File: config.mk
export PLATFORM = sky130hd
export DESIGN_NAME = reset_sequencer
export DESIGN_NICKNAME = d
export VERILOG_FILES = /design/src/rtl/reset_sequencer.sv
export SDC_FILE = /design/constraint.sdc
export NUM_CORES = 1
export LEC_CHECK = 0
export CORE_MARGIN = 3
export CORE_UTILIZATION = 60
export DETAILED_ROUTE_END_ITERATION = 7
export DONT_BUFFER_PORTS = 1
export PLACE_DENSITY = 0.76
export SYNTH_ARGS = -nofsm -noshare
export SYNTH_HDL_FRONTEND = slang
export SYNTH_SLANG_ARGS = --single-unit
File: constraint.sdc
create_clock -name clock -period 4.7 [get_ports clock]
set_clock_uncertainty 0.05 [all_clocks]
set_input_delay 0.47 -clock clock [delete_from_list [all_inputs] [get_ports clock]]
set_output_delay 0.47 -clock clock [all_outputs]
set_load 0.1 [all_outputs]
File: src/rtl/reset_sequencer.sv
// Staged release of per-subsystem active-low resets, one stage at a time in index order.
// Each stage waits DELAY cycles, then must acknowledge within TIMEOUT cycles or all stages fall back into reset.
module reset_sequencer #(
  parameter int STAGES  = 4,
  parameter int DELAY   = 16,
  parameter int TIMEOUT = 1024
) (
  input  logic                                             clock,
  input  logic                                             reset,
  input  logic                                             restart,
  input  logic [STAGES-1:0]                                stage_ready,
  output logic [STAGES-1:0]                                stage_resetn,
  output logic                                             done,
  output logic                                             fault,
  output logic [((STAGES > 1) ? $clog2(STAGES) : 1)-1:0]   fault_stage
);

  localparam int IW = (STAGES > 1) ? $clog2(STAGES) : 1;
  localparam int DW = (DELAY > 1) ? $clog2(DELAY) : 1;
  localparam int TW = $clog2(TIMEOUT + 1);

  localparam logic [DW-1:0] DLY_LAST = DW'(DELAY - 1);
  localparam logic [TW-1:0] TMO_LAST = TW'(TIMEOUT - 1);
  localparam logic [IW-1:0] IDX_LAST = IW'(STAGES - 1);

  typedef enum logic [1:0] {
    ST_DELAY,
    ST_WAIT,
    ST_DONE,
    ST_FAULT
  } state_e;

  state_e              state_q;
  logic [IW-1:0]       idx_q;
  logic [DW-1:0]       dcnt_q;
  logic [TW-1:0]       tcnt_q;
  logic [STAGES-1:0]   resetn_q;
  logic                done_q;
  logic                fault_q;
  logic [IW-1:0]       fstage_q;

  // stage_ready may come from another clock domain
  logic [STAGES-1:0]   sync1_q;
  logic [STAGES-1:0]   rdy_q;

  logic                rdy_cur;
  logic                all_rdy;
  logic [IW-1:0]       first_low;

  function automatic logic [IW-1:0] lowest_low(input logic [STAGES-1:0] v);
    lowest_low = '0;
    for (int k = STAGES - 1; k >= 0; k--) begin
      if (!v[k]) lowest_low = IW'(k);
    end
  endfunction

  always_ff @(posedge clock) begin
    if (reset) begin
      sync1_q <= '0;
      rdy_q   <= '0;
    end else begin
      sync1_q <= stage_ready;
      rdy_q   <= sync1_q;
    end
  end

  assign rdy_cur   = rdy_q[idx_q];
  assign all_rdy   = &rdy_q;
  assign first_low = lowest_low(rdy_q);

  always_ff @(posedge clock) begin
    if (reset) begin
      state_q  <= ST_DELAY;
      idx_q    <= '0;
      dcnt_q   <= '0;
      tcnt_q   <= '0;
      resetn_q <= '0;
      done_q   <= 1'b0;
      fault_q  <= 1'b0;
      fstage_q <= '0;
    end else begin
      case (state_q)
        ST_DELAY: begin
          if (dcnt_q == DLY_LAST) begin
            resetn_q[idx_q] <= 1'b1;
            tcnt_q          <= '0;
            state_q         <= ST_WAIT;
          end else begin
            dcnt_q <= dcnt_q + DW'(1);
          end
        end
        ST_WAIT: begin
          // an acknowledge on the timeout edge still counts
          if (rdy_cur) begin
            if (idx_q == IDX_LAST) begin
              done_q  <= 1'b1;
              state_q <= ST_DONE;
            end else begin
              idx_q   <= idx_q + IW'(1);
              dcnt_q  <= '0;
              state_q <= ST_DELAY;
            end
          end else if (tcnt_q == TMO_LAST) begin
            resetn_q <= '0;
            done_q   <= 1'b0;
            fault_q  <= 1'b1;
            fstage_q <= idx_q;
            state_q  <= ST_FAULT;
          end else begin
            tcnt_q <= tcnt_q + TW'(1);
          end
        end
        ST_DONE: begin
          if (!all_rdy) begin
            resetn_q <= '0;
            done_q   <= 1'b0;
            fault_q  <= 1'b1;
            fstage_q <= first_low;
            state_q  <= ST_FAULT;
          end
        end
        ST_FAULT: begin
          // fault_stage is left intact so software can read the cause after restart
          if (restart) begin
            fault_q <= 1'b0;
            idx_q   <= '0;
            dcnt_q  <= '0;
            state_q <= ST_DELAY;
          end
        end
        default: state_q <= ST_DELAY;
      endcase
    end
  end

  assign stage_resetn = resetn_q;
  assign done         = done_q;
  assign fault        = fault_q;
  assign fault_stage  = fstage_q;

endmodule

# ---- Word level (Yosys, flattened, before mapping)
# Cells that the tools add are included.
dict set report classes {
  n_addsub 3
  eq_ne 17
  n_reduce_logical 17
  n_mux 46
  n_lt_le_gt_ge 2
  n_bitwise 1
}
# operator count
set op_table {}
lappend op_table {{$mux 11} 3}
lappend op_table {{$mux 4} 8}
lappend op_table {{$mux 2} 15}
lappend op_table {{$pmux 4 s3} 2}
lappend op_table {{$reduce_and 4->1} 6}
lappend op_table {{$pmux 11 s2} 1}
lappend op_table {{$ne 2x2->1 const B} 9}
lappend op_table {{$reduce_and 5->1} 3}
lappend op_table {{$add 11x1->11 const B} 1}
lappend op_table {{$eq 11x10->1 const B} 1}
lappend op_table {{$mux 1} 10}
lappend op_table {{$reduce_bool 3->1} 3}
lappend op_table {{$pmux 2 s2} 2}
lappend op_table {{$pmux 2 s4} 1}
lappend op_table {{$eq 2x2->1 const B} 3}
lappend op_table {{$ne 3x3->1 const B} 2}
lappend op_table {{$reduce_bool 2->1} 3}
lappend op_table {{$add 4x1->4 const B} 1}
lappend op_table {{$eq 4x4->1 const B} 1}
lappend op_table {{$or 4x4->4} 1}
lappend op_table {{$lt 2x3->1 const B} 1}
lappend op_table {{$pmux 1 s3} 1}
lappend op_table {{$add 2x1->2 const B} 1}
lappend op_table {{$bmux 1 s2} 1}
lappend op_table {{6 further kinds} 6}
dict set report totals {
  inputBits 7
  wordCells 96
  register_bits 35
}

# ---- Depth between registers and ports, before layout
# Gate-level depths: netlist (run 1).
dict set report depth {
  ltp_word 7
  depth_mapped 8
  ltp_nobuf 7
}

# ---- Worst setup path before layout (run 1)
# No wires, ideal clock.
dict set report synth_path {
  path_kind {flip-flop to flip-flop}
  from {register (tool-made name)}
  to {register tcnt_q[9]}
  slack_ns 2.605
  required_ns 4.492
  setup_time_ns 0.158
  path_stages_with_launch 9
  t_arrival_ns 1.887
  synth_period_minus_slack_ns 2.095
  path_cell_list {dfxtp_1 > inv_1 > ha_1 > clkbuf_1 > nand2b_1 > a22o_1 > a2111oi_4 > a31o_2 > a21oi_1}
}
# element line_no
set synth_rtl {}
lappend synth_rtl {{to (signal assigned)} 110} ;# tcnt_q <= tcnt_q + TW'(1);
lappend synth_rtl {{to (decl)} 36} ;# logic [TW-1:0] tcnt_q;

==> metrics.txt, run 1 <==
cells on worst reg2reg path 7; Yosys warning count 0; period utilisation layout 51.9%; register area share after synthesis 39.3%; RSZ-0062 raised after global routing false; r2r endpoint tcnt_q[9]$_SDFFE_PP0P_; Die Span X 60.5 µm; Critical Path AT about 2600 ps; initial antenna violation count 0; clk sinks 35; first-pass GRT wire length 5880 µm; top post-synthesis cells by area dfxtp_1 (39%), ha_1 (8.4%), nor2_1 (5.3%); Clock Path Buffers 2; routability congestion estimate approximately 0.86; H-tree depth 2; post_cts resized 0; DP HPWL between 2000 and 3000 µm; synthesized area per cell around 9.0 µm²; max frequency just over 400 MHz; Worst Path Class, Setup reg2reg; EDFF count, synth 0; chip height roughly 61 µm; largest net degree at the start of global routing 24; PwrDens ~280 nW/µm²; Net Sw Frac 21.3%; cell area after synthesis roughly 1800 µm²; CTS Hold Bufs 0; row count 19; core box area around 2800 µm²; Root Buffer Master clkbuf_4; Comb pwr share between 2 and 3%; share of layout cells above drive strength 1 9.45%; CTS buffer count 5; Synth top area share 39.3%; Top FF cell, synth dfxtp_1; FF-to-FF setup slack approximately 2300 ps; PortBufs 0; postcts setup bufs 0; Vias approximately 1.4k; ys async rst share 0%; TNS Setup 0 ps; via-per-instance ratio roughly 6; Worst setup EP type register; total gr overflow 0; antenna violation net count after detailed routing 0; antenna diode instance count 0; leak pwr ~0.66 nW; critical-path maximum fanout 19; CTS tree done; Clk pwr share roughly two fifths; Worst-Skew Late Latency 340 ps; internal power approximately 0.42 mW; Final Hold Violating Endpoints 0; setup violators final 0; vias in the first global route about 1.3k; Die ar. 3660 µm²; Seq pwr share between 50% and 60%; # DRC 0; Initial Util between 60% and 70%; Area Overhead vs Synth 5.68%; Fill cells 256; Slew headroom a little over a quarter; crit start category register; total track usage a little over a fifth; Cells after Synth around 200; WL/cell approximately 15 µm; Sw Pwr 0.114 mW; worst hold path type in2reg; status complete, no violations; Final Max Tran Viols 0; commonest non-fill, non-tap cell in the layout dfxtp_1; hold_ws 131 ps; clk slew on worst S/H paths 100 ps; area leader, netlist dfxtp_1; CP Data Required Time around 4800 ps; Final nets 219; Max Cap Viol 0; commonest cells after routing, fill and taps aside dfxtp_1 (35), nor2_1 (25), a21oi_1 (15); Mapped Nets around 220; Pre-Repair DR Iteration Count 4; Tmin final approximately 2400 ps; synth unique cells 47; #FFs+latches synth 35; Worst-Margin Slew approximately 1100 ps; I/O Pins 15; final wirelength between 3000 and 4000 µm; CP endpoint tcnt_q[9]$_SDFFE_PP0P_; Max VDD drop 0.328 mV; drt initial violations 105
Yosys cell counts (all sizes together), types with 4 or more instances:
| cell type | n |
|---|---|
| nand3 | 6 |
| o21ai | 7 |
| inv | 13 |
| clkbuf | 4 |
| nor2b | 9 |
| nand2 | 11 |
| ha | 12 |
| mux2i | 4 |
| nor2 | 25 |
| nand4 | 5 |
| dfxtp | 35 |
| a211oi | 6 |
| xnor2 | 6 |
| a21oi | 15 |
sequential cells by signal, indices dropped and copies added, names as in the netlist, named ones only:
signal and cells:
dcnt_q 4, done 1, fault 1, fault_stage 2
idx_q 2, rdy_q 4, stage_resetn 4, state_q 1
sync1_q 4, tcnt_q 11
logic make-up (layout without fill, tap and decap cells):
family | after synthesis | in the layout | synth area share, %
simple gates | 76 | 76 | 23.1
mux | 5 | 5 | 3.51
fa+ha+maj | 12 | 12 | 8.41
buf+inv | 18 | 21 | 3.79
flops | 35 | 35 | 39.3
compound gates | 46 | 46 | 18.9
xor+xnor | 6 | 6 | 2.95
final cells by class:
| cell class | instances | area [µm²] | area share (%) |
|---|---|---|---|
| clock inverters | 3 | 43.8 | 2.32 |
| well taps | 31 | 38.8 | 2.06 |
| multi-input cells | 145 | 1020 | 53.9 |
| inverters | 13 | 48.8 | 2.59 |
| clock buffers | 5 | 37.5 | 1.99 |
| flip-flops and latches | 35 | 701 | 37.2 |
through the flow:
| stage | setup WS, ps | cells | total power [mW] | cell area [µm²] | utilization, % |
|---|---|---|---|---|---|
| floorplan | 2600 | 198 | 0.328 | 1780 | - |
| global placement | 2380 | 224 | 0.329 | 1800 | 64.3 |
| detailed placement | 2290 | 224 | 0.330 | 1800 | 64.3 |
| CTS | 2260 | 232 | 0.544 | 1890 | 67.2 |
| global route | 2040 | 232 | 0.558 | 1890 | 67.2 |
| finish | 2260 | 232 | 0.535 | 1890 | 67.2 |
power groups by stage:
| stage | clock (mW) | sequential [mW] | combinational [mW] |
|---|---|---|---|
| finish | 0.212 | 0.307 | 0.0154 |
| global route | 0.232 | 0.308 | 0.0179 |
| CTS | 0.221 | 0.307 | 0.0155 |
| detailed placement | 0 | 0.314 | 0.0154 |
| global placement | 0 | 0.314 | 0.0148 |
| floorplan | 0 | 0.313 | 0.0147 |
routing by layer:
metal | vias to the layer above | wire length (µm) | track usage, %
li1 | 705 | - | -
met1 | 646 | 1580 | 27.0
met2 | 33 | 1640 | 33.5
met3 | 8 | 175 | 5.53
met4 | 0 | 60 | 13.0
met5 | - | 0 | 0
worst min path at each step:
stage,slack [ps],end,from,depth (start not counted)
final,130,rdy_q[1]$_SDFF_PP0_,reset,1
after global routing,110,idx_q[0]$_SDFFE_PP0P_,reset,1
after CTS,110,rdy_q[1]$_SDFF_PP0_,reset,1
after detailed placement,380,rdy_q[1]$_SDFF_PP0_,sync1_q[1]$_SDFF_PP0_,1
after global placement,370,rdy_q[1]$_SDFF_PP0_,sync1_q[1]$_SDFF_PP0_,1
after floorplan,360,rdy_q[0]$_SDFF_PP0_,sync1_q[0]$_SDFF_PP0_,1
worst max-delay path: stages, from the launching register on:
cell and delay, ps:
dfxtp_1 380, inv_1 120, ha_1 590, nand2b_1 110, a22o_1 350, a2111oi_4 420
a31o_2 200, a21oi_1 50
No activity file was read; power rests on OpenSTA's default activity.
==> run 2, diff against run 1 <==
Clock period 4.7 ns to 2.4 ns, I/O delays scaled along.
==> run 2 against run 1 <==
Core utilization up 5.5 points. Cell area increased by 8.2%. Sequential power is 95% higher. Via count up 6.5%. Register-to-register slack got worse by 2100 ps. Maximum frequency increased by 9.6%. First-iteration DRC count fell by 11%. Die area unchanged. Combinational power increased to 3.1 times the previous value. Clock power is 110% higher. Global-route usage grew 0.51 points. Count of clock-buffer cells in the layout is 1 higher. Largest cell class unchanged. Largest power group unchanged. Highest routed layer unchanged.
==> metrics.txt, run 2 (synthesized netlist as in run 1, its figures left out) <==
Clk pwr share 40.3% (+0.7 points); Slew headroom 51.1% (+24 points); Final nets 237 (+8.2%); crit start category register; initial antenna violation count 0 (unchanged); Final Hold Violating Endpoints 0 (unchanged); PortBufs 0 (unchanged); Util after Layout 72.7% (+5.5 points); Area Overhead vs Synth 14.4%; routability congestion estimate 0.904 (+5.1%); Max Cap Viol 0 (unchanged); setup violators final 0 (unchanged); Critical Path AT 2390 ps (-190 ps); Die Span X 60.5 µm (unchanged); vias in the first global route 1320 (-0.60%); status complete, no violations; Root Buffer Master clkbuf_4; Pre-Repair DR Iteration Count 4 (unchanged); final wirelength 3660 µm (+6.1%); largest net degree at the start of global routing 22 (-8.3%); critical-path maximum fanout 7 (-12); # DRC 0 (unchanged); core box area 2810 µm² (unchanged); I/O Pins 15 (unchanged); Max VDD drop 0.393 mV (+20%); commonest cells after routing, fill and taps aside dfxtp_1 (35), nor2_1 (25), a21oi_1 (15); RSZ-0062 raised after global routing false; Seq pwr share 55.2% (-2.3 points); via-per-instance ratio 5.93 (-1.1%); most flop-heavy register tcnt_q; Vias 1483 (+6.5%); Clock Path Buffers 2 (unchanged); Comb pwr share 4.5% (+1.6 points); Net Sw Frac 20.7% (-0.62 points); antenna diode instance count 0 (unchanged); Die ar. 3660 µm² (unchanged); antenna violation net count after detailed routing 0 (unchanged); chip height 60.5 µm (unchanged); post_cts resized 0 (unchanged); DP HPWL 2670 µm (+2.1%); Worst Path Class, Setup reg2reg; hold_ws 44.4 ps (-86.1 ps); Sw Pwr 0.224 mW (+97%); max frequency 450 MHz (+9.6%); first-pass GRT wire length 6000 µm (+2.1%); DP Area 1890 µm² (+5.0%); TNS Setup 0 ps (unchanged); Final Max Tran Viols 0 (unchanged); worst hold path type in2reg; Fill cells 223 (-13%); Final Cell Area 2040 µm² (+8.2%); max FFs per register 11 (unchanged); Worst Setup Slack post-DPL 207 ps (-2090 ps); PwrDens 531 nW/µm² (+87%); Tmin final 2220 ps (-213 ps); leak pwr 0.750 nW (+14%); CTS tree done; share of layout cells above drive strength 1 14.2% (+4.7 points); total gr overflow 0 (unchanged); clk slew on worst S/H paths 100 ps (about the same); WL/cell 14.6 µm (-1.6%); Initial Util 63.6% (unchanged); CTS buffer count 5 (unchanged); period utilisation layout 92.7% (+41 points); Worst setup EP type register; internal power 0.860 mW (+100%); commonest non-fill, non-tap cell in the layout dfxtp_1; Cell Count, Final, Fillers Out 250 (+7.8%); placed cell count 236 (+5.4%); Worst-Margin Slew 732 ps (-347 ps); final worst slack 176 ps (-2090 ps); clk sinks 35 (unchanged); total power 1.08 mW (+100%); CP Data Required Time 2560 ps (-2280 ps); total track usage 22.1% (+0.51 points); drt initial violations 93 (-11%); Worst-Skew Late Latency 340 ps (about the same); H-tree depth 2 (unchanged); row count 19 (unchanged)
==> run 2: cell type report <==
class	instances	area [µm²]	area share, %
Timing Repair Buffer	18	150	7.36
Inverter	13	48.8	2.39
Multi-Input combinational cell	145	1020	49.8
Sequential cell	35	701	34.3
Clock buffer	6	51.3	2.51
Clock inverter	2	35.0	1.72
Tap cell	31	38.8	1.90
==> run 2: worst paths after layout <==
path	depth (start not counted)	endpoint	start	slack [ps]
max	5	fault$_SDFFE_PP0P_	idx_q[0]$_SDFFE_PP0P_	180
min reg2reg	1	rdy_q[0]$_SDFF_PP0_	sync1_q[0]$_SDFF_PP0_	400
min	2	fault_stage[0]$_SDFFE_PP0P_	reset	40
max reg2reg	5	fault$_SDFFE_PP0P_	idx_q[0]$_SDFFE_PP0P_	180
==> run 2: critical path: stages, from the launching register on <==
cell      delay (ps)
dfxtp_1          440
mux4_2           610
o41ai_2          420
o21ai_1          180
o311ai_1         280
o41ai_1          120
==> run 2: layer usage <==
metal,up-vias,part of all wire [%],global-route usage (%)
met5,-,0,0
met4,0,1.7,10.5
met3,7,5.5,6.38
met1,693,47,29.1
met2,39,46,33.5
li1,744,-,-
==> run 2: power groups by stage <==
stage / Sequential, mW / Clock [mW] / Combinational, mW
final: 0.599 / 0.436 / 0.0484
after global routing: 0.600 / 0.477 / 0.0543
after CTS: 0.598 / 0.445 / 0.0483
after detailed placement: 0.612 / 0 / 0.0357
after global placement: 0.611 / 0 / 0.0341
after floorplan: 0.613 / 0 / 0.0288
==> run 2: what timing repair did <==
action                                 CTS  global route
hold buffers                             6             0
setup buffers                            0             0
endpoints found under the hold margin   21             0
